`config.mk`:
```
export PLATFORM = sky130hd
export DESIGN_NAME = packet_fifo_flat
export DESIGN_NICKNAME = d
export VERILOG_FILES = /design/src/rtl/packet_fifo_if.sv /design/src/rtl/packet_fifo.sv /design/src/flat_wrapper.sv
export SDC_FILE = /design/constraint.sdc
export NUM_CORES = 1
export LEC_CHECK = 0
export CORE_MARGIN = 2
export CORE_UTILIZATION = 59
export DETAILED_ROUTE_END_ITERATION = 8
export PLACE_DENSITY = 0.81
export SETUP_SLACK_MARGIN = 0.15
export SYNTH_ARGS = -nofsm -noshare
export SYNTH_HDL_FRONTEND = slang
export SYNTH_SLANG_ARGS = --single-unit
export TNS_END_PERCENT = 1
```
`constraint.sdc`:
```
create_clock -name clk_i -period 6.1 [get_ports clk_i]
set_clock_uncertainty 0.2 [all_clocks]
set_input_delay 0.915 -clock clk_i [delete_from_list [all_inputs] [get_ports clk_i]]
set_output_delay 0.915 -clock clk_i [all_outputs]
set_load 0.05 [all_outputs]
```
`src/rtl/packet_fifo_if.sv`:
```
// packet_fifo_if -- handshake/status bundle for packet_fifo.
//
// The signal names follow the packet_fifo port list so that the FIFO
// side reads the same as its datasheet.
//
//   write side : data_i, wrreq_i, eop_i, drop_i
//   read side  : rdreq_i, q_o, q_eop_o
//   status     : usedw_o, pkt_cnt_o, empty_o, full_o, almost_full_o,
//                almost_empty_o, drop_cnt_o
//
// Modports:
//   slave  -- the FIFO itself (consumes requests, drives status/data)
//   master -- the user (drives requests, observes status/data)
interface packet_fifo_if #(
  parameter int DWIDTH = 8,
  parameter int AWIDTH = 4
);
  logic [DWIDTH-1:0] data_i;
  logic              wrreq_i;
  logic              eop_i;
  logic              drop_i;
  logic              rdreq_i;
  logic [DWIDTH-1:0] q_o;
  logic              q_eop_o;
  logic [AWIDTH:0]   usedw_o;
  logic [AWIDTH:0]   pkt_cnt_o;
  logic              empty_o;
  logic              full_o;
  logic              almost_full_o;
  logic              almost_empty_o;
  logic [15:0]       drop_cnt_o;

  modport slave (
    input  data_i, wrreq_i, eop_i, drop_i, rdreq_i,
    output q_o, q_eop_o, usedw_o, pkt_cnt_o, empty_o, full_o,
           almost_full_o, almost_empty_o, drop_cnt_o
  );

  modport master (
    output data_i, wrreq_i, eop_i, drop_i, rdreq_i,
    input  q_o, q_eop_o, usedw_o, pkt_cnt_o, empty_o, full_o,
           almost_full_o, almost_empty_o, drop_cnt_o
  );
endinterface

```
`src/rtl/packet_fifo.sv`:
```
// packet_fifo -- packet-aware synchronous FIFO.
//
// Words are written tentatively and only become visible to the reader
// once the word carrying eop is accepted (commit). Uncommitted words can
// be discarded with drop_i. The reader sees committed words only, each
// with its end-of-packet flag, so it never starts on a partial packet.
//
// Ports:
//   clk_i   -- clock, all logic on the rising edge
//   arst_i  -- asynchronous active-high reset (control state only;
//              the storage array is not reset)
//   bus     -- packet_fifo_if.slave: write request/data/eop/drop,
//              read request, head word + eop, committed word and packet
//              counts, empty/full/almost flags, dropped-packet counter
//
// Build option:
//   PACKET_FIFO_OVERFLOW_DROP_EN -- when defined, a write while full
//   poisons the packet being written; writes are discarded until the
//   next eop write, which rolls the packet back and counts it as
//   dropped. When undefined, writes while full are ignored (eop too)
//   and a simulation assertion reports the overflow.
module packet_fifo #(
  parameter int DWIDTH             = 8,
  parameter int AWIDTH             = 4,
  parameter int ALMOST_FULL_VALUE  = 12,
  parameter int ALMOST_EMPTY_VALUE = 4
) (
  input  logic        clk_i,
  input  logic        arst_i,
  packet_fifo_if.slave bus
);

  localparam int              DEPTH     = 2**AWIDTH;
  localparam logic [AWIDTH:0] DEPTH_LVL = DEPTH[AWIDTH:0];
  localparam logic [AWIDTH:0] AF_LVL    = ALMOST_FULL_VALUE[AWIDTH:0];
  localparam logic [AWIDTH:0] AE_LVL    = ALMOST_EMPTY_VALUE[AWIDTH:0];
  localparam logic [AWIDTH:0] PTR_ONE   = {{AWIDTH{1'b0}}, 1'b1};

  // Saturating increment for the dropped-packet counter.
  function automatic logic [15:0] sat_inc(input logic [15:0] v);
    return (v == 16'hFFFF) ? v : v + 16'd1;
  endfunction

  // Storage: {eop, data} per entry.
  logic [DWIDTH:0] mem [DEPTH];

  // Pointers carry one extra wrap bit; differences are modulo 2**(AWIDTH+1).
  logic [AWIDTH:0] rd_ptr;
  logic [AWIDTH:0] wr_ptr;
  logic [AWIDTH:0] commit_ptr;
  logic [AWIDTH:0] pkt_cnt;
  logic [15:0]     drop_cnt;
  logic            poison;

  logic [AWIDTH:0] used;
  logic [AWIDTH:0] total;
  logic            empty;
  logic            full;
  logic [DWIDTH:0] head;
  logic            pop;
  logic            pop_eop;

  // Next-state of the write side.
  logic [AWIDTH:0] wr_ptr_nxt;
  logic [AWIDTH:0] commit_ptr_nxt;
  logic            mem_we;
  logic            commit;
  logic            drop_hit;
  logic            poison_nxt;

  assign used    = commit_ptr - rd_ptr;
  assign total   = wr_ptr - rd_ptr;
  assign empty   = (used == '0);
  assign full    = (total == DEPTH_LVL);
  assign head    = mem[rd_ptr[AWIDTH-1:0]];
  assign pop     = bus.rdreq_i && !empty;
  assign pop_eop = pop && head[DWIDTH];

  // Write-side decision. drop_i has priority and discards any write in
  // the same cycle; otherwise an accepted write either just advances the
  // tentative pointer or, with eop, also moves the commit point.
  always_comb begin
    wr_ptr_nxt     = wr_ptr;
    commit_ptr_nxt = commit_ptr;
    mem_we         = 1'b0;
    commit         = 1'b0;
    drop_hit       = 1'b0;
    poison_nxt     = poison;

    if (bus.drop_i) begin
      wr_ptr_nxt = commit_ptr;
      drop_hit   = (wr_ptr != commit_ptr);
      // The packet being written is abandoned, so any overflow mark on
      // it goes with it.
      poison_nxt = 1'b0;
    end else if (bus.wrreq_i) begin
`ifdef PACKET_FIFO_OVERFLOW_DROP_EN
      if (poison || full) begin
        // Overflowed packet: swallow words until its eop, then roll the
        // tentative pointer back and count the packet as dropped.
        if (bus.eop_i) begin
          wr_ptr_nxt = commit_ptr;
          poison_nxt = 1'b0;
          drop_hit   = 1'b1;
        end else begin
          poison_nxt = 1'b1;
        end
      end else begin
        mem_we     = 1'b1;
        wr_ptr_nxt = wr_ptr + PTR_ONE;
        if (bus.eop_i) begin
          commit_ptr_nxt = wr_ptr + PTR_ONE;
          commit         = 1'b1;
        end
      end
`else
      if (!full) begin
        mem_we     = 1'b1;
        wr_ptr_nxt = wr_ptr + PTR_ONE;
        if (bus.eop_i) begin
          commit_ptr_nxt = wr_ptr + PTR_ONE;
          commit         = 1'b1;
        end
      end
`endif
    end
  end

  // Control state: pointers, counters, overflow mark.
  always_ff @(posedge clk_i or posedge arst_i) begin
    if (arst_i) begin
      rd_ptr     <= '0;
      wr_ptr     <= '0;
      commit_ptr <= '0;
      pkt_cnt    <= '0;
      drop_cnt   <= '0;
      poison     <= 1'b0;
    end else begin
      wr_ptr     <= wr_ptr_nxt;
      commit_ptr <= commit_ptr_nxt;
      poison     <= poison_nxt;
      if (pop) begin
        rd_ptr <= rd_ptr + PTR_ONE;
      end
      if (drop_hit) begin
        drop_cnt <= sat_inc(drop_cnt);
      end
      // A commit and a packet-completing read in the same cycle cancel.
      unique case ({commit, pop_eop})
        2'b10:   pkt_cnt <= pkt_cnt + PTR_ONE;
        2'b01:   pkt_cnt <= pkt_cnt - PTR_ONE;
        default: pkt_cnt <= pkt_cnt;
      endcase
    end
  end

  // Storage array: data only, never reset.
  always_ff @(posedge clk_i) begin
    if (mem_we) begin
      mem[wr_ptr[AWIDTH-1:0]] <= {bus.eop_i, bus.data_i};
    end
  end

  // Showahead head word, forced to zero while nothing is committed so
  // stale or uncommitted contents never leak out.
  assign bus.q_o            = empty ? '0 : head[DWIDTH-1:0];
  assign bus.q_eop_o        = empty ? 1'b0 : head[DWIDTH];
  assign bus.usedw_o        = used;
  assign bus.pkt_cnt_o      = pkt_cnt;
  assign bus.empty_o        = empty;
  assign bus.full_o         = full;
  assign bus.almost_full_o  = (total >= AF_LVL);
  assign bus.almost_empty_o = (used < AE_LVL);
  assign bus.drop_cnt_o     = drop_cnt;

`ifndef PACKET_FIFO_OVERFLOW_DROP_EN
`ifndef SYNTHESIS
  // Without overflow dropping, a write while full silently breaks packet
  // integrity; flag it so the writer's bug is visible in simulation.
  always @(posedge clk_i) begin
    if (!arst_i) begin
      assert (!(bus.wrreq_i && full))
        else $warning("packet_fifo: write while full ignored");
    end
  end
`endif
`endif

endmodule

```
`src/flat_wrapper.sv`:
```
// flat-port wrapper written by rule: the top's interface ports become plain ports
module packet_fifo_flat 
#(
  parameter int DWIDTH             = 8,
  parameter int AWIDTH             = 4,
  parameter int ALMOST_FULL_VALUE  = 12,
  parameter int ALMOST_EMPTY_VALUE = 4
)
  (clk_i, arst_i, bus_data_i, bus_wrreq_i, bus_eop_i, bus_drop_i, bus_rdreq_i, bus_q_o, bus_q_eop_o, bus_usedw_o, bus_pkt_cnt_o, bus_empty_o, bus_full_o, bus_almost_full_o, bus_almost_empty_o, bus_drop_cnt_o);
  packet_fifo_if #(.DWIDTH(DWIDTH), .AWIDTH(AWIDTH)) bus_i ();
  input  logic clk_i;
  input  logic arst_i;
  input wire logic [$bits(bus_i.data_i)-1:0] bus_data_i;
  input wire logic [$bits(bus_i.wrreq_i)-1:0] bus_wrreq_i;
  input wire logic [$bits(bus_i.eop_i)-1:0] bus_eop_i;
  input wire logic [$bits(bus_i.drop_i)-1:0] bus_drop_i;
  input wire logic [$bits(bus_i.rdreq_i)-1:0] bus_rdreq_i;
  output wire logic [$bits(bus_i.q_o)-1:0] bus_q_o;
  output wire logic [$bits(bus_i.q_eop_o)-1:0] bus_q_eop_o;
  output wire logic [$bits(bus_i.usedw_o)-1:0] bus_usedw_o;
  output wire logic [$bits(bus_i.pkt_cnt_o)-1:0] bus_pkt_cnt_o;
  output wire logic [$bits(bus_i.empty_o)-1:0] bus_empty_o;
  output wire logic [$bits(bus_i.full_o)-1:0] bus_full_o;
  output wire logic [$bits(bus_i.almost_full_o)-1:0] bus_almost_full_o;
  output wire logic [$bits(bus_i.almost_empty_o)-1:0] bus_almost_empty_o;
  output wire logic [$bits(bus_i.drop_cnt_o)-1:0] bus_drop_cnt_o;
  assign bus_i.data_i = bus_data_i;
  assign bus_i.wrreq_i = bus_wrreq_i;
  assign bus_i.eop_i = bus_eop_i;
  assign bus_i.drop_i = bus_drop_i;
  assign bus_i.rdreq_i = bus_rdreq_i;
  assign bus_q_o = bus_i.q_o;
  assign bus_q_eop_o = bus_i.q_eop_o;
  assign bus_usedw_o = bus_i.usedw_o;
  assign bus_pkt_cnt_o = bus_i.pkt_cnt_o;
  assign bus_empty_o = bus_i.empty_o;
  assign bus_full_o = bus_i.full_o;
  assign bus_almost_full_o = bus_i.almost_full_o;
  assign bus_almost_empty_o = bus_i.almost_empty_o;
  assign bus_drop_cnt_o = bus_i.drop_cnt_o;
  packet_fifo #(.DWIDTH(DWIDTH), .AWIDTH(AWIDTH), .ALMOST_FULL_VALUE(ALMOST_FULL_VALUE), .ALMOST_EMPTY_VALUE(ALMOST_EMPTY_VALUE)) u_core (.clk_i(clk_i), .arst_i(arst_i), .bus(bus_i));
endmodule
```
==> flow_metrics.tcl <==
set metrics [dict create \
    status "finished, final reports clean" \
    worst_pin_slew_ns 1.308 \
    via_per_inst 6.004 \
    cts_resized 0 \
    overflow 0 \
    synth_edf_count 144 \
    track_usage 0.2375 \
    grt_start_max_net_pins 41 \
    dpl.cell_count 714 \
    critPathCaptureType "primary output" \
    yosys_register_bits 180 \
    portBuffers 52 \
    drive_gt1_frac 0.1684 \
    cap_violations 0 \
    routed_wl_mm 15.71 \
    criticalPathCategory "reg2out" \
    grt_pass1_wl_mm 25.12 \
    whs_ns 0.2775 \
    critPathLaunchType "flip-flop" \
    critPathBufInv 3 \
    finalSetupViolCount 0 \
    cts_sinks 180 \
    synth_cells 497 \
    gp_congestion 0.8205 \
    slew_headroom 0.1209 \
    die_h_um 120.2 \
    htreeDepth 4 \
    p_leak_nw 3.338 \
    syn_area_per_cell_um2 16.04 \
    synth_seq_area_share 0.6555 \
    path_cells "buf_4, clkinv_1, fa_1, a21o_1, a21oi_2, xnor2_1, nor4_4, clkdlybuf4s50_1" \
    area_delta_synth_final_pct 16.59 \
    antenna_found_initial 0 \
    ir_drop_uv 362.7 \
    syn_area_um2 7971 \
    cts_root_buf "clkbuf_16" \
    clkSlewWorstSetupHoldPaths_ns 0.07 \
    drtIter0Drc 491 \
    die_width_um 120.2 \
    crit_family "buffers and inverters" \
    fin_setup_tns_ns 0 \
    nets 590 \
    async_reset_ff_frac 0.2000 \
    fin_ws_ns 0.6779 \
    hold_class "reg2reg" \
    drt_first_pass_iters 5 \
    finalHoldViolCount 0 \
    crit_arrival_ns 4.31 \
    fmax_ghz 0.1844 \
    core_um2 13240 \
    cts_setup_buffers 0 \
    cp_slowest_cell "clkdlybuf4s50_1" \
    crit_fanout 31 \
    path_depth 8 \
    p_per_area_nw_per_um2 573.9 \
    ys_types 52 \
    crit_required_ns 4.98 \
    grt_pass1_vias 4525 \
    ios 53 \
    r2r_cells 17 \
    vias 4479 \
    postCtsHoldBufs 0 \
    layout_min_cycle_time_ns 5.422 \
    die_area_um2 14460 \
    syn_nets 530 \
    synth_flop_cell "edfxtp_1" \
    place_hpwl_mm 10.38 \
    hold_path_depth 1 \
    slowest_delay_ns 0.94 \
    rsz0062_at_grt "false" \
    yosys_warnings 0 \
    cts_made_buffers 17 \
    cts_buffer_depth 2 \
    initial_core_util 0.6019 \
    finalMaxSlewViolations 0 \
    cts_tree "built" \
    wl_per_cell_um 21.06 \
    dp_slack_ns 1.125 \
    drc 0 \
    clkLatencyLatePin_ns 0.44 \
    finalCritPeriodShare 0.8889 \
    final_antenna_net_count 0 \
    num_antenna_cells 0 \
    rows 42 \
    instances_no_fill 746 \
]
## cells by family after synthesis
family / count (synthesis) / synth area share
flops: 180 / 0.6555
buf+inv: 32 / 0.01805
fa+ha+maj: 19 / 0.03077
simple gates: 125 / 0.08115
compound gates: 42 / 0.03532
xor+xnor: 45 / 0.05039
mux: 54 / 0.1289
## through the flow
step | utilization | instance area (µm²) | power, mW
4_1_cts | 0.7018 | 9294 | 5.360
6_report | 0.7018 | 9294 | 5.334
3_5_place_dp | 0.6575 | 8707 | 4.276
2_1_floorplan | - | 7971 | 3.558
3_3_place_gp | 0.6575 | 8707 | 4.213
5_1_grt | 0.7018 | 9294 | 5.578
## per-layer routing
| layer | wire length (µm) | part of all wire | track usage | vias up |
|---|---|---|---|---|
| li1 | - | - | - | 2015 |
| met1 | 6421 | 0.41 | 0.3177 | 2278 |
| met2 | 8017 | 0.51 | 0.3835 | 148 |
| met3 | 823 | 0.052 | 0.04858 | 38 |
| met4 | 450 | 0.029 | 0.1039 | 0 |
| met5 | 0 | 0 | 0 | - |
## cells in the final DEF, fill, tap and decap left out, types with 3 or more instances in the layout
cell,instances
edfxtp_1,144
clkdlybuf4s50_1,52
nand2_1,42
mux4_2,36
dfrtp_1,35
xnor2_1,23
xor2_1,21
nor2_1,21
ha_1,18
clkbuf_16,17
inv_1,11
nor3_1,10
o21ai_0,10
mux2i_1,10
and3_1,9
a21oi_1,9
a211oi_1,9
buf_4,9
nand3_1,8
nand4_1,8
nand2b_1,6
nor4_2,5
inv_6,5
mux2_4,4
o21a_1,3
nand3b_1,3
clkinv_1,3
inv_8,3
## cell usage after synthesis (6+ instances only)
cell type | count | area share
edfxtp_1 | 144 | 0.54
nand2_1 | 42 | 0.020
dfrtp_1 | 36 | 0.11
mux4_2 | 36 | 0.10
xnor2_1 | 23 | 0.025
nor2_1 | 21 | 0.0099
xor2_1 | 21 | 0.023
ha_1 | 18 | 0.028
inv_1 | 11 | 0.0052
clkbuf_1 | 10 | 0.0047
mux2i_1 | 10 | 0.013
nor3_1 | 10 | 0.0063
o21ai_0 | 10 | 0.0063
a211oi_1 | 9 | 0.0085
a21oi_1 | 9 | 0.0057
and3_1 | 9 | 0.0071
nand3_1 | 8 | 0.0050
nand4_1 | 8 | 0.0063
nand2b_1 | 6 | 0.0047
nor4_1 | 6 | 0.0047
## cell type report
cell class | instances | area, µm²
tap | 176 | 220.2
multi-input combinational | 285 | 2628
sequential | 180 | 5226
clock inverter | 15 | 161.4
fill | 827 | 3949
inverter | 12 | 45.04
clock buffer | 17 | 425.4
timing repair buffer | 61 | 588.1
## power breakdown
part / internal (mW) / switching (mW)
clock: 0.580 / 0.498
sequential: 1.46 / 0.160
combinational: 1.00 / 1.63
## final timing paths
path	startpoint	end	slack [ns]
min in group asynchronous	arst_i	u_core.bus.drop_cnt_o[15]$_DFFE_PP0P_	0.68
setup reg to reg	u_core.rd_ptr[1]$_DFFE_PP0P_	u_core.bus.pkt_cnt_o[4]$_DFFE_PP0P_	1.09
hold / removal	u_core.bus.pkt_cnt_o[4]$_DFFE_PP0P_	u_core.bus.pkt_cnt_o[4]$_DFFE_PP0P_	0.28
hold reg to reg	u_core.bus.pkt_cnt_o[4]$_DFFE_PP0P_	u_core.bus.pkt_cnt_o[4]$_DFFE_PP0P_	0.28
setup / recovery	u_core.rd_ptr[1]$_DFFE_PP0P_	bus_empty_o	0.68
max in group asynchronous	arst_i	u_core.rd_ptr[0]$_DFFE_PP0P_	4.67
## sequential cells by signal, summed over array words and instances, names as in the netlist
register and flops:
u_core.wr_ptr 5, u_core.rd_ptr 5, u_core.bus.drop_cnt_o 16, u_core.mem 144, u_core.commit_ptr 5, u_core.bus.pkt_cnt_o 5
(Power assumes the default switching activity.)
==> patch 1: new RTL, same flow settings <==
`AWIDTH` is set to 4 in 3 places; all go to 3.
--- a/src/rtl/packet_fifo_if.sv
+++ b/src/rtl/packet_fifo_if.sv
@@ -14,5 +14,5 @@
 interface packet_fifo_if #(
   parameter int DWIDTH = 8,
-  parameter int AWIDTH = 4
+  parameter int AWIDTH = 3
 );
   logic [DWIDTH-1:0] data_i;
--- a/src/rtl/packet_fifo.sv
+++ b/src/rtl/packet_fifo.sv
@@ -22,5 +22,5 @@
 module packet_fifo #(
   parameter int DWIDTH             = 8,
-  parameter int AWIDTH             = 4,
+  parameter int AWIDTH             = 3,
   parameter int ALMOST_FULL_VALUE  = 12,
   parameter int ALMOST_EMPTY_VALUE = 4
--- a/src/flat_wrapper.sv
+++ b/src/flat_wrapper.sv
@@ -3,5 +3,5 @@
 #(
   parameter int DWIDTH             = 8,
-  parameter int AWIDTH             = 4,
+  parameter int AWIDTH             = 3,
   parameter int ALMOST_FULL_VALUE  = 12,
   parameter int ALMOST_EMPTY_VALUE = 4
Interface: changed (resized bus_pkt_cnt_o and bus_usedw_o); port bits go from 53 to 51. No check against the original RTL was run, so the function may have changed too.
==> patch 1 against the original RTL <==
Final area is 40% lower. Fmax increased by 6.0%. Cell count shrank 34%. Via count shrank 36%. Hold slack lost 0.0031 ns. Setup slack better by 0.31 ns. Routed wire length fell by 43%. Area after synthesis decreased by 41%. Critical path depth unchanged. First-iteration DRC count down 43%. Sequential cell count fell by 76. Sequential share of layout area down 3.0 points. Critical path type unchanged. Highest routed layer unchanged.
Power is not shown: default switching activity piles up to over one toggle a cycle in this logic, so the estimate is an artifact.
==> patch 1: results (changes against the original RTL) <==
stage;metric;value;unit;change
timing;final period utilization;0.8388;;-0.05009
critical_path;Worst Path Arrival;4.00;ns;-0.31 ns
timing;Slew headroom;0.3222;;+0.2013
synthesis;Post-Syn Instances;333;;-33%
global_route;Total GRT Usage;0.2229;;-0.01456
global_route;first-pass GRT wire length;14.43;mm;-43%
clocking;CTS clk-pin slew, worst paths;0.10;ns;+0.03 ns
synthesis;EDFF count, synth;72;;-50%
drt;wire per inst;18.18;um;-14%
place;placed cell count;478;;-33%
drt;metal3 WL;441;um;-46%
place;Placement Cell Area;0.005350;mm2;-39%
drt;Starting DRT DRC Count;279;;-43%
critical_path;Reg2Reg Depth;13;;-4
drt;WL met1;3.912;mm;-39%
global_route;number of global-route vias before repair;2900;;-36%
critical_path;Worst path top cell family by delay;flip-flops;;
clocking;total CTS buffers;9;;-8
synthesis;Post-synth top cells;72 x edfxtp_1, 32 x dfrtp_1, 30 x nand2_1;;
critical_path;crit path max-delay cell type;dfrtp_1;;
synthesis;net count after synthesis;360;;-32%
synthesis;synth top area cells;edfxtp_1 46%, dfrtp_1 17%, mux4_2 8.6%, xor2_1 4.1%, ha_1 3.2%;;
layout;nets@finish;414;;-30%
place;IO Port Bufs;50;;-3.8%
critical_path;CP max FO;23;;-26%
synthesis;synth unique cells;46;;-12%
layout;max FFs per register;72;;-50%
critical_path;CP Capture Point;bus_q_o[1];;
critical_path;worst stage delay on the critical path;1.02;ns;+0.08 ns
critical_path;RR Endpoint;u_core.bus.pkt_cnt_o[2]$_DFFE_PP0P_;;
drt;DRT Pass-1 Iters;4;;-1
clocking;insertion delay to the later sink of the worst-skew pair;0.37;ns;-0.07 ns
global_route;global routing usage on met2;0.3639;;-0.01961
place;Place WS;1.397;ns;+0.2719 ns
global_route;met3 Usage GRT;0.04351;;-0.005072
drt;routed via count;2858;;-36%
place;Post-DP HPWL;5.969;mm;-43%
layout;layout cells sized above 1;0.1327;;-0.03577
drt;DR WL met2;4.495;mm;-44%
run_status;outcome;finished clean;;
synthesis;async set-or-reset flop fraction in the synthesized netlist;0.3077;;+0.1077
critical_path;r2r setup slk;1.95;ns;+0.86 ns
place;Placer Congestion;0.8627;;+5.1%
==> patch 1: cell type report <==
| cell class | count | area (um2) |
|---|---|---|
| clock buffers | 9 | 123.9 |
| clock inverters | 7 | 95.09 |
| fillers | 542 | 2198 |
| inverters | 15 | 56.30 |
| multi-input cells | 204 | 1680 |
| flip-flops and latches | 104 | 2963 |
| well taps | 102 | 127.6 |
| repair buffers | 53 | 523.0 |
==> patch 1: worst min-delay path by stage <==
stage | from | endpoint | slack [ns] | cells after the start
global route | u_core.bus.pkt_cnt_o[3]$_DFFE_PP0P_ | u_core.bus.pkt_cnt_o[3]$_DFFE_PP0P_ | 0.29 | 1
detailed placement | u_core.bus.pkt_cnt_o[3]$_DFFE_PP0P_ | u_core.bus.pkt_cnt_o[3]$_DFFE_PP0P_ | 0.26 | 1
finish | u_core.bus.pkt_cnt_o[3]$_DFFE_PP0P_ | u_core.bus.pkt_cnt_o[3]$_DFFE_PP0P_ | 0.27 | 1
global placement | u_core.bus.pkt_cnt_o[3]$_DFFE_PP0P_ | u_core.bus.pkt_cnt_o[3]$_DFFE_PP0P_ | 0.25 | 1
CTS | u_core.bus.pkt_cnt_o[3]$_DFFE_PP0P_ | u_core.bus.pkt_cnt_o[3]$_DFFE_PP0P_ | 0.28 | 1
floorplan | u_core.commit_ptr[0]$_DFFE_PP0P_ | u_core.wr_ptr[0]$_DFFE_PP0P_ | 0.31 | 2
==> patch 1: cells by family after synthesis <==
family                     after synthesis  synth area share
xor gates and xnor gates                34           0.06283
adders and majority gates               13           0.03590
muxes                                   26            0.1037
DFF                                    104            0.6251
and+or+nand+nor                        101            0.1090
buffers and inverters                   25           0.02244
AOI/OAI and AO/OA                       30           0.04092
==> patch 2: new RTL, same settings <==
Made on the original files. `ALMOST_FULL_VALUE` is set to 12 in 2 places; all go to 8.
--- a/src/rtl/packet_fifo.sv
+++ b/src/rtl/packet_fifo.sv
@@ -23,5 +23,5 @@
   parameter int DWIDTH             = 8,
   parameter int AWIDTH             = 4,
-  parameter int ALMOST_FULL_VALUE  = 12,
+  parameter int ALMOST_FULL_VALUE  = 8,
   parameter int ALMOST_EMPTY_VALUE = 4
 ) (
--- a/src/flat_wrapper.sv
+++ b/src/flat_wrapper.sv
@@ -4,5 +4,5 @@
   parameter int DWIDTH             = 8,
   parameter int AWIDTH             = 4,
-  parameter int ALMOST_FULL_VALUE  = 12,
+  parameter int ALMOST_FULL_VALUE  = 8,
   parameter int ALMOST_EMPTY_VALUE = 4
 )
Formal check against the unedited RTL: same outputs for any inputs over 4 cycles, from zero or initial values and one cycle with arst_i high; that may be too few to reach the edited logic, so the function may still have changed.
==> patch 2 against the original RTL <==
Setup slack worse by 0.11 ns. Total power down 0.72%. Area after synthesis down 0.44%. Cell count down 0.13%. Combinational power about the same. Critical path type unchanged. Routed wire length up 3.2%. Critical endpoint is now bus_q_o[5]. Sequential cell count unchanged. Largest power group unchanged. Clock power down 5%. Final area down 0.77%. Global-route usage up 0.38 points. Highest routed layer unchanged.
==> patch 2: results (changes against the original RTL) <==
stage;metric;value;unit;change
timing;Slew headroom;0.1499;;+0.02896
critical_path;worst stage delay on the critical path;0.86;ns;-0.08 ns
layout;fin cells;745;;-0.13%
clocking;Resized Gates After CTS;0;;unchanged
global_route;number of global-route vias before repair;4665;;+3.1%
global_route;Total GRT Usage;0.2413;;+0.003823
layout;layout cells sized above 1;0.1564;;-0.01201
synthesis;Synthesis Warnings;0;;unchanged
global_route;global routing usage on met2;0.4048;;+0.02131
global_route;met3 Usage GRT;0.05561;;+0.007023
drt;Starting DRT DRC Count;356;;-27%
clocking;Post-CTS Setup Bufs;0;;unchanged
drt;WL met1;6.567;mm;+2.3%
critical_path;R2R Path Start;u_core.rd_ptr[1]$_DFFE_PP0P_;;
critical_path;CP Capture Point;bus_q_o[5];;
critical_path;Worst Path Arrival;4.42;ns;+0.11 ns
synthesis;synth top area cells;edfxtp_1 54%, dfrtp_1 11%, mux4_2 10%, ha_1 2.8%, xor2_1 2.8%;;
drt;routed wire length;16.21;mm;+3.2%
synthesis;Post-Syn Instances;495;;-0.40%
layout;final design utilization;0.6992;;-0.002611
power_and_ir_drop;Clk power;1.03;mW;-5%
timing;final hold slack;0.2949;ns;+0.01747 ns
synthesis;net count after synthesis;528;;-0.38%
place;IO Port Bufs;52;;unchanged
layout;filler cell count;840;;+1.6%
timing;Fmax;180.7;MHz;-2.0%
power_and_ir_drop;Power, Total;5.295;mW;-0.72%
run_status;outcome;finished clean;;
global_route;grt met1 use;0.3118;;-0.005851
drt;metal3 WL;974;um;+18%
power_and_ir_drop;Net Switching;2.270;mW;-0.72%
critical_path;Worst path top cell family by delay;buffers and inverters;;
power_and_ir_drop;Max VDD drop;0.3118;mV;-14%
critical_path;r2r setup slk;1.27;ns;+0.18 ns
global_route;first-pass GRT wire length;25.47;mm;+1.4%
critical_path;Reg2Reg Depth;16;;-1
drt;Via density;6.090;;+1.4%
place;Placer Congestion;0.7949;;-3.1%
clocking;insertion delay to the later sink of the worst-skew pair;0.43;ns;
place;Placement Cell Area;0.008668;mm2;-0.45%
synthesis;Post-synth top cells;144 x edfxtp_1, 39 x nand2_1, 36 x dfrtp_1, 36 x mux4_2, 25 x xor2_1;;
place;Post-DP HPWL;10.43;mm;+0.50%
place;Place WS;1.072;ns;-0.05316 ns
drt;DR WL met2;8.315;mm;+3.7%
==> patch 2: changes by cell type in the layout (fill, tap and decap cells not counted), moves of 5 or more <==
cell | before | now
xnor2_1 | 23 | 14
nand4_1 | 8 | 3
nor4_2 | 5 | 0
nor3_1 | 10 | 15
o21ai_0 | 10 | 5
a31oi_1 | 0 | 5
==> patch 2: cells by family (layout without fill, tap and decap cells) <==
kind of cell / count (synthesis) / count (layout) / share of synthesized area
XOR/XNOR: 40 / 40 / 0.04603
flip-flops: 180 / 180 / 0.6584
AND/OR/NAND/NOR: 129 / 129 / 0.08056
buffers and inverters: 30 / 104 / 0.01592
adder cells (fa/ha/maj): 19 / 19 / 0.03090
multiplexers: 56 / 56 / 0.1288
AO/OA/AOI/OAI: 41 / 41 / 0.03941
==> patch 2: area by class of cell <==
cell class                 instances  share of cell area
clock buffer                      17             0.04613
clock inverter                    14             0.01397
inverter                          11            0.004477
multi-input combinational        285              0.2803
sequential                       180              0.5667
tap                              176             0.02388
timing repair buffer              62             0.06458
